`src/rtl/fifo_pkg.sv`:
```
// Shared helpers for the fifo family: address-width calculation and
// parameter legality check used at elaboration time.
package fifo_pkg;

  // Ceiling log2 of the depth; gives the memory index width.
  function automatic int fifo_addr_width(input int depth);
    int w;
    w = 0;
    while ((1 << w) < depth) w++;
    return w;
  endfunction

  // Returns 1 when depth is a power of two >= 2 and both thresholds are in range.
  function automatic bit fifo_params_ok(input int depth, input int af_level, input int ae_level);
    bit pow2;
    pow2 = (depth >= 2) && ((depth & (depth - 1)) == 0);
    return pow2 && (af_level >= 1) && (af_level <= depth) &&
           (ae_level >= 0) && (ae_level <= depth - 1);
  endfunction

endpackage

```
`src/rtl/fifo_sync_if.sv`:
```
// Producer/consumer bundle for fifo_sync.
//
// Handshake: a word on data_in is taken at a rising clock edge when
// data_in_valid=1 and data_in_full=0 (data_in_full acts as the inverted
// ready). The head word on data_out is consumed at a rising edge when
// data_out_valid=1 and data_out_ack=1; data_out is presented without any
// read request (first-word-fall-through). An ack while data_out_valid=0 is
// not a transfer and is reported on the sticky underflow flag; a write while
// full is dropped and reported on the sticky overflow flag.
interface fifo_sync_if #(
  parameter int DATA_WIDTH  = 32,
  parameter int BUFFER_SIZE = 16
);
  import fifo_pkg::*;

  localparam int LW = fifo_addr_width(BUFFER_SIZE) + 1;

  logic [DATA_WIDTH-1:0] data_in;
  logic                  data_in_valid;
  logic                  data_in_full;
  logic                  data_in_almost_full;
  logic [DATA_WIDTH-1:0] data_out;
  logic                  data_out_valid;
  logic                  data_out_ack;
  logic                  data_out_almost_empty;
  logic [LW-1:0]         level;
  logic                  overflow;
  logic                  underflow;

  // FIFO side.
  modport slave (
    input  data_in, data_in_valid, data_out_ack,
    output data_in_full, data_in_almost_full, data_out, data_out_valid,
           data_out_almost_empty, level, overflow, underflow
  );

  // Producer/consumer side.
  modport master (
    output data_in, data_in_valid, data_out_ack,
    input  data_in_full, data_in_almost_full, data_out, data_out_valid,
           data_out_almost_empty, level, overflow, underflow
  );

endinterface

```
`src/rtl/fifo_ram.sv`:
```
// Register-array storage: synchronous write, asynchronous read.
// Contents are deliberately not reset.
module fifo_ram #(
  parameter int DATA_WIDTH = 32,
  parameter int DEPTH      = 16,
  parameter int AW         = 4
) (
  input  logic                  clk,
  input  logic                  we,
  input  logic [AW-1:0]         waddr,
  input  logic [DATA_WIDTH-1:0] wdata,
  input  logic [AW-1:0]         raddr,
  output logic [DATA_WIDTH-1:0] rdata
);

  logic [DATA_WIDTH-1:0] mem_q [DEPTH];

  // Write port: store wdata at waddr when we is high.
  always_ff @(posedge clk) begin
    if (we) mem_q[waddr] <= wdata;
  end

  assign rdata = mem_q[raddr];

endmodule

```
`src/rtl/fifo_sync.sv`:
```
// Single-clock FWFT FIFO with registered level, almost-full/almost-empty
// thresholds, synchronous flush and sticky overflow/underflow flags.
// All status outputs derive from the registered level only.
module fifo_sync
  import fifo_pkg::*;
#(
  parameter int DATA_WIDTH         = 32,
  parameter int BUFFER_SIZE        = 16,
  parameter int ALMOST_FULL_LEVEL  = 12,
  parameter int ALMOST_EMPTY_LEVEL = 4
) (
  input  logic       clock,
  input  logic       rst,
  input  logic       flush,
  fifo_sync_if.slave bus
);

  localparam int AW = fifo_addr_width(BUFFER_SIZE);
  localparam int PW = AW + 1;
  localparam logic [PW-1:0] FULL_LVL = PW'(BUFFER_SIZE);
  localparam logic [PW-1:0] AF_LVL   = PW'(ALMOST_FULL_LEVEL);
  localparam logic [PW-1:0] AE_LVL   = PW'(ALMOST_EMPTY_LEVEL);

  if (!fifo_params_ok(BUFFER_SIZE, ALMOST_FULL_LEVEL, ALMOST_EMPTY_LEVEL)) begin : g_param_error
    $error("fifo_sync: BUFFER_SIZE must be a power of two >= 2 and thresholds in range");
  end

  // Pointers carry one extra MSB so full and empty stay distinguishable;
  // they wrap naturally modulo 2*BUFFER_SIZE.
  logic [PW-1:0] wr_ptr_q, wr_ptr_d;
  logic [PW-1:0] rd_ptr_q, rd_ptr_d;
  logic [PW-1:0] level_q, level_d;
  logic          overflow_q, overflow_d;
  logic          underflow_q, underflow_d;

  logic                  is_full;
  logic                  is_empty;
  logic                  push;
  logic                  pop;
  logic [DATA_WIDTH-1:0] ram_rdata;

  // Transfer qualification from the pre-edge level; flush suppresses both sides.
  always_comb begin
    is_full  = (level_q == FULL_LVL);
    is_empty = (level_q == '0);
    push     = bus.data_in_valid & ~is_full & ~flush;
    pop      = bus.data_out_ack & ~is_empty & ~flush;
  end

  // Next-state for pointers, level and sticky flags.
  always_comb begin
    wr_ptr_d    = wr_ptr_q;
    rd_ptr_d    = rd_ptr_q;
    level_d     = level_q;
    overflow_d  = overflow_q;
    underflow_d = underflow_q;
    if (flush) begin
      wr_ptr_d    = '0;
      rd_ptr_d    = '0;
      level_d     = '0;
      overflow_d  = 1'b0;
      underflow_d = 1'b0;
    end else begin
      if (push) wr_ptr_d = wr_ptr_q + 1'b1;
      if (pop)  rd_ptr_d = rd_ptr_q + 1'b1;
      level_d = level_q + {{(PW-1){1'b0}}, push} - {{(PW-1){1'b0}}, pop};
      // A dropped write is flagged even when a pop frees space this same edge.
      if (bus.data_in_valid && is_full)  overflow_d  = 1'b1;
      if (bus.data_out_ack && is_empty)  underflow_d = 1'b1;
    end
  end

  // State registers; reset wins over flush and discards everything.
  always_ff @(posedge clock) begin
    if (rst) begin
      wr_ptr_q    <= '0;
      rd_ptr_q    <= '0;
      level_q     <= '0;
      overflow_q  <= 1'b0;
      underflow_q <= 1'b0;
    end else begin
      wr_ptr_q    <= wr_ptr_d;
      rd_ptr_q    <= rd_ptr_d;
      level_q     <= level_d;
      overflow_q  <= overflow_d;
      underflow_q <= underflow_d;
    end
  end

  fifo_ram #(
    .DATA_WIDTH (DATA_WIDTH),
    .DEPTH      (BUFFER_SIZE),
    .AW         (AW)
  ) u_ram (
    .clk   (clock),
    .we    (push),
    .waddr (wr_ptr_q[AW-1:0]),
    .wdata (bus.data_in),
    .raddr (rd_ptr_q[AW-1:0]),
    .rdata (ram_rdata)
  );

  // Status and gated head word, all from registered level.
  always_comb begin
    bus.data_in_full          = is_full;
    bus.data_in_almost_full   = (level_q >= AF_LVL);
    bus.data_out_valid        = ~is_empty;
    bus.data_out_almost_empty = (level_q <= AE_LVL);
    bus.data_out              = is_empty ? '0 : ram_rdata;
    bus.level                 = level_q;
    bus.overflow              = overflow_q;
    bus.underflow             = underflow_q;
  end

endmodule

```
`src/flat_wrapper.sv`:
```
// flat-port wrapper written by rule: the top's interface ports become plain ports
module fifo_sync_flat import fifo_pkg::*;
#(
  parameter int DATA_WIDTH         = 32,
  parameter int BUFFER_SIZE        = 16,
  parameter int ALMOST_FULL_LEVEL  = 12,
  parameter int ALMOST_EMPTY_LEVEL = 4
)
  (clock, rst, flush, bus_data_in, bus_data_in_valid, bus_data_out_ack, bus_data_in_full, bus_data_in_almost_full, bus_data_out, bus_data_out_valid, bus_data_out_almost_empty, bus_level, bus_overflow, bus_underflow);
  fifo_sync_if #(.DATA_WIDTH(DATA_WIDTH), .BUFFER_SIZE(BUFFER_SIZE)) bus_i ();
  input  logic clock;
  input  logic rst;
  input  logic flush;
  input wire logic [$bits(bus_i.data_in)-1:0] bus_data_in;
  input wire logic [$bits(bus_i.data_in_valid)-1:0] bus_data_in_valid;
  input wire logic [$bits(bus_i.data_out_ack)-1:0] bus_data_out_ack;
  output wire logic [$bits(bus_i.data_in_full)-1:0] bus_data_in_full;
  output wire logic [$bits(bus_i.data_in_almost_full)-1:0] bus_data_in_almost_full;
  output wire logic [$bits(bus_i.data_out)-1:0] bus_data_out;
  output wire logic [$bits(bus_i.data_out_valid)-1:0] bus_data_out_valid;
  output wire logic [$bits(bus_i.data_out_almost_empty)-1:0] bus_data_out_almost_empty;
  output wire logic [$bits(bus_i.level)-1:0] bus_level;
  output wire logic [$bits(bus_i.overflow)-1:0] bus_overflow;
  output wire logic [$bits(bus_i.underflow)-1:0] bus_underflow;
  assign bus_i.data_in = bus_data_in;
  assign bus_i.data_in_valid = bus_data_in_valid;
  assign bus_i.data_out_ack = bus_data_out_ack;
  assign bus_data_in_full = bus_i.data_in_full;
  assign bus_data_in_almost_full = bus_i.data_in_almost_full;
  assign bus_data_out = bus_i.data_out;
  assign bus_data_out_valid = bus_i.data_out_valid;
  assign bus_data_out_almost_empty = bus_i.data_out_almost_empty;
  assign bus_level = bus_i.level;
  assign bus_overflow = bus_i.overflow;
  assign bus_underflow = bus_i.underflow;
  fifo_sync #(.DATA_WIDTH(DATA_WIDTH), .BUFFER_SIZE(BUFFER_SIZE), .ALMOST_FULL_LEVEL(ALMOST_FULL_LEVEL), .ALMOST_EMPTY_LEVEL(ALMOST_EMPTY_LEVEL)) u_core (.clock(clock), .rst(rst), .flush(flush), .bus(bus_i));
endmodule
```
`config.mk`:
```
export PLATFORM = sky130hd
export DESIGN_NAME = fifo_sync_flat
export DESIGN_NICKNAME = d
export VERILOG_FILES = /design/src/rtl/fifo_pkg.sv /design/src/rtl/fifo_sync_if.sv /design/src/rtl/fifo_ram.sv /design/src/rtl/fifo_sync.sv /design/src/flat_wrapper.sv
export SDC_FILE = /design/constraint.sdc
export NUM_CORES = 1
export LEC_CHECK = 0
export BUFFER_PORTS_ARGS = -buffer_cell sky130_fd_sc_hd__buf_2
export CAP_MARGIN = 10
export CORE_MARGIN = 10
export CORE_UTILIZATION = 35
export DETAILED_ROUTE_END_ITERATION = 12
export PLACE_DENSITY = 0.6
export SLEW_MARGIN = 10
export SYNTH_ARGS = -nofsm -noshare
export SYNTH_HDL_FRONTEND = slang
export SYNTH_SLANG_ARGS = --single-unit
```
`constraint.sdc`:
```
create_clock -name clock -period 6.16 [get_ports clock]
set_clock_uncertainty 0.05 [all_clocks]
set_input_delay 0.308 -clock clock [delete_from_list [all_inputs] [get_ports clock]]
set_output_delay 0.308 -clock clock [all_outputs]
set_load 0.1 [all_outputs]
```
==> flow_summary.json <==
{
  "overflow": 0,
  "vias": 9566,
  "post_cts_buffers": 0,
  "r2r_cells": 16,
  "netlist_area_um2": 20560,
  "yosysUniqueCellTypes": 42,
  "core_region_area_um2": 57920,
  "cts_buffers": 55,
  "setup_viol": 0,
  "whs_path_depth": 1,
  "fp-row-count": 88,
  "crit_arrival_ns": 3.84,
  "timing.rr.end": "u_core.bus.level[4]$_SDFF_PP0_",
  "yosysSeqAreaShare_pct": 76.63,
  "place_inst": 1739,
  "drc": 0,
  "drive_above_1_share_pct": 29.37,
  "cts-root-buf": "clkbuf_16",
  "p_leak_nw": 7.332,
  "clockBufferDepth": 3,
  "cp.depth": 10,
  "reg2reg_slack_ns": 2.76,
  "path_class": "reg -> out",
  "synth_area_leaders": "edfxtp_1 (75%), mux4_2 (12%), mux4_1 (2.4%)",
  "fmax_mhz": 238.4,
  "wl_per_cell_um": 24.50,
  "timing.hold.ws_ns": 0.04662,
  "die_area_um2": 68840,
  "cp_common_cell": "buf_4",
  "initial_core_util_pct": 35.50,
  "post_cts_resized": 0,
  "cts_tree": "yes",
  "clk_pin_slew_ns": 0.06,
  "syn_avg_cell_area_um2": 22.32,
  "post-dp-hpwl_mm": 25.16,
  "syn_inst": 921,
  "critPathTopFamily": "buffers and inverters",
  "ys_ff_latch": 531,
  "multi_input_area_um2": 4528,
  "worstReg2RegStart": "u_core.bus.level[2]$_SDFF_PP0_",
  "grt_max_degree": 68,
  "rsz0062_at_grt": "no",
  "yosysTopAreaCell": "edfxtp_1",
  "crit_slowest_cell": "nor2_4",
  "synth_edf_count": 512,
  "ys_warn_count": 0,
  "antenna_found_initial": 5,
  "finalNonFillerCells": 1841,
  "tightest_slew_ns": 1.072,
  "hp-class": "in -> reg",
  "fillers": 5079,
  "wirelength_mm": 45.11,
  "critPathCapture": "bus_data_out[16]",
  "gp_congestion": 0.7023,
  "grt_pass1_vias": 10092,
  "setup.worst_path.start_class": "flip-flop",
  "first_pass_iters": 5,
  "hold_buffers": 1,
  "endpoint_kind": "output pin",
  "port_buffers": 79,
  "syn_to_final_growth_pct": 15.02,
  "clock_sinks": 531,
  "regArea_um2": 15770,
  "gr-usage-all-layers_pct": 12.83,
  "ant_nets": 0,
  "path_max_fanout": 34,
  "critPathRequiredTime_ns": 5.80,
  "cts-htree-levels": 2,
  "routed_via_density": 5.196,
  "crit_path_cell_trace": "inv_1 -> ha_1 -> and3_2 -> buf_4 -> inv_4 -> nand2_1 -> nor2_4 -> buf_4 -> a221o_1 -> buf_2",
  "powerDensity_nw_per_um2": 358.4,
  "die_x_um": 262.4,
  "fin_crit_ns": 4.195,
  "max-slew-margin-rel_pct": 28.50,
  "finalHoldViolations": 0,
  "num_io_pins": 80,
  "drt_iter0_markers": 731,
  "critPathLaunch": "u_core.bus.level[2]$_SDFF_PP0_",
  "total_power_mw": 8.476,
  "slew_violations": 0,
  "finalSetupTns_ns": 0,
  "ys.flop_type": "edfxtp_1",
  "ir_drop_mv": 0.2827,
  "synth_nets": 974,
  "insertion_delay_ns": 0.59,
  "antenna_cells": 0,
  "max_stage_delay_ns": 0.69,
  "timing.critical_path.buf_inv": 5,
  "grt_pass1_wl_mm": 67.37,
  "die_h_um": 262.4,
  "period_share_pct": 68.10,
  "nNetsFinal": 1085,
  "status": "finished clean",
  "cap_viol_max_count": 0,
  "synth_top_area_share_pct": 74.78,
  "async_flop_share_pct": 0
}
kinds of logic after synthesis:
kind of cell    share of synthesized area [%]
flops                                   76.63
mux                                     15.97
simple gates                            2.173
buf+inv                                 1.935
compound gates                          1.990
fa+ha+maj                               1.010
xor+xnor                               0.2982
area by class of cell:
cell class / instances / share of cell area (%)
clock buffer: 67 / 6.190
clock inverter: 34 / 1.153
inverter: 14 / 0.2328
multi-input combinational: 325 / 19.15
sequential: 531 / 66.67
tap: 765 / 4.047
timing repair buffer: 105 / 2.561
power by group:
part | leakage (nW) | internal, mW | switching, mW | total, mW
sequential | 4.77 | 3.99 | 0.0310 | 4.02
combinational | 1.72 | 0.262 | 0.984 | 1.25
clock | 0.840 | 1.85 | 1.36 | 3.21
worst reg2reg max path, stage by stage (launching register included):
cell	delay, ns
dfxtp_1	0.44
inv_1	0.10
ha_1	0.21
and3_2	0.19
buf_4	0.31
inv_4	0.17
nand2_2	0.10
nor2_1	0.21
ha_1	0.28
inv_1	0.05
ha_1	0.16
inv_1	0.06
fa_1	0.41
nand2b_1	0.17
a21oi_1	0.18
or3_1	0.13
a21oi_1	0.06
worst min-delay path by stage:
stage                                           from                                  end
finish                                bus_data_in[6]   u_core.u_ram.mem_q[2][6]$_DFFE_PP_
global route                         bus_data_in[27]  u_core.u_ram.mem_q[9][27]$_DFFE_PP_
CTS                                  bus_data_in[27]  u_core.u_ram.mem_q[9][27]$_DFFE_PP_
detailed placement  u_core.bus.overflow$_SDFFE_PP0P_     u_core.bus.overflow$_SDFFE_PP0P_
global placement    u_core.bus.overflow$_SDFFE_PP0P_     u_core.bus.overflow$_SDFFE_PP0P_
floorplan                             bus_data_in[0]   u_core.u_ram.mem_q[0][0]$_DFFE_PP_
registers in the layout, indices dropped and copies added (netlist names), named ones only:
| register | flops |
|---|---|
| u_core.wr_ptr_q | 4 |
| u_core.bus.level | 5 |
| u_core.bus.underflow | 1 |
| u_core.u_ram.mem_q | 512 |
| u_core.bus.overflow | 1 |
| u_core.rd_ptr_q | 4 |
routing by layer:
layer | GRT usage, % | up-vias | routed length [um]
li1 | - | 4124 | -
met1 | 17.59 | 5120 | 19920
met2 | 20.02 | 247 | 21490
met3 | 2.759 | 71 | 2580
met4 | 4.176 | 4 | 1095
met5 | 0 | - | 23
synthesized netlist by cell type, drive strengths merged, types with 3 or more instances:
| master | n |
|---|---|
| and3 | 3 |
| nor3 | 35 |
| nand2 | 10 |
| mux2i | 34 |
| nand2b | 3 |
| clkbuf | 6 |
| nor2 | 30 |
| inv | 14 |
| ha | 15 |
| xor2 | 5 |
| nand3 | 4 |
| edfxtp | 512 |
| dfxtp | 19 |
| a221o | 32 |
| a21oi | 10 |
| mux4 | 127 |
| buf | 45 |
through the flow:
step | util (%) | setup slack, ns | area, um2
after floorplan | - | 1.398 | 20560
after global placement | 37.82 | 2.676 | 21900
after detailed placement | 37.82 | 2.583 | 21900
after CTS | 40.84 | 1.926 | 23650
after global routing | 40.84 | 1.787 | 23650
final | 40.84 | 1.965 | 23650
placed cells by master (no fill, tap or decap), types with 2 or more instances in the layout:
master / n
buf_2: 79
clkbuf_1: 10
bufinv_16: 4
nand3_1: 4
a21oi_1: 10
and3_2: 2
ha_1: 15
dfxtp_4: 3
clkinv_1: 16
nand2b_1: 3
edfxtp_1: 512
clkinv_4: 4
nor2_1: 16
nor3_1: 31
mux4_1: 19
nor2_4: 13
dfxtp_1: 15
a221o_1: 32
xnor2_1: 2
or3_1: 2
buf_4: 24
mux2i_1: 34
inv_1: 12
nor3_2: 4
nand2_1: 9
mux4_2: 108
clkbuf_16: 57
clkinvlp_4: 3
clkinv_2: 7
xor2_1: 5
(Power assumes the default switching activity.)
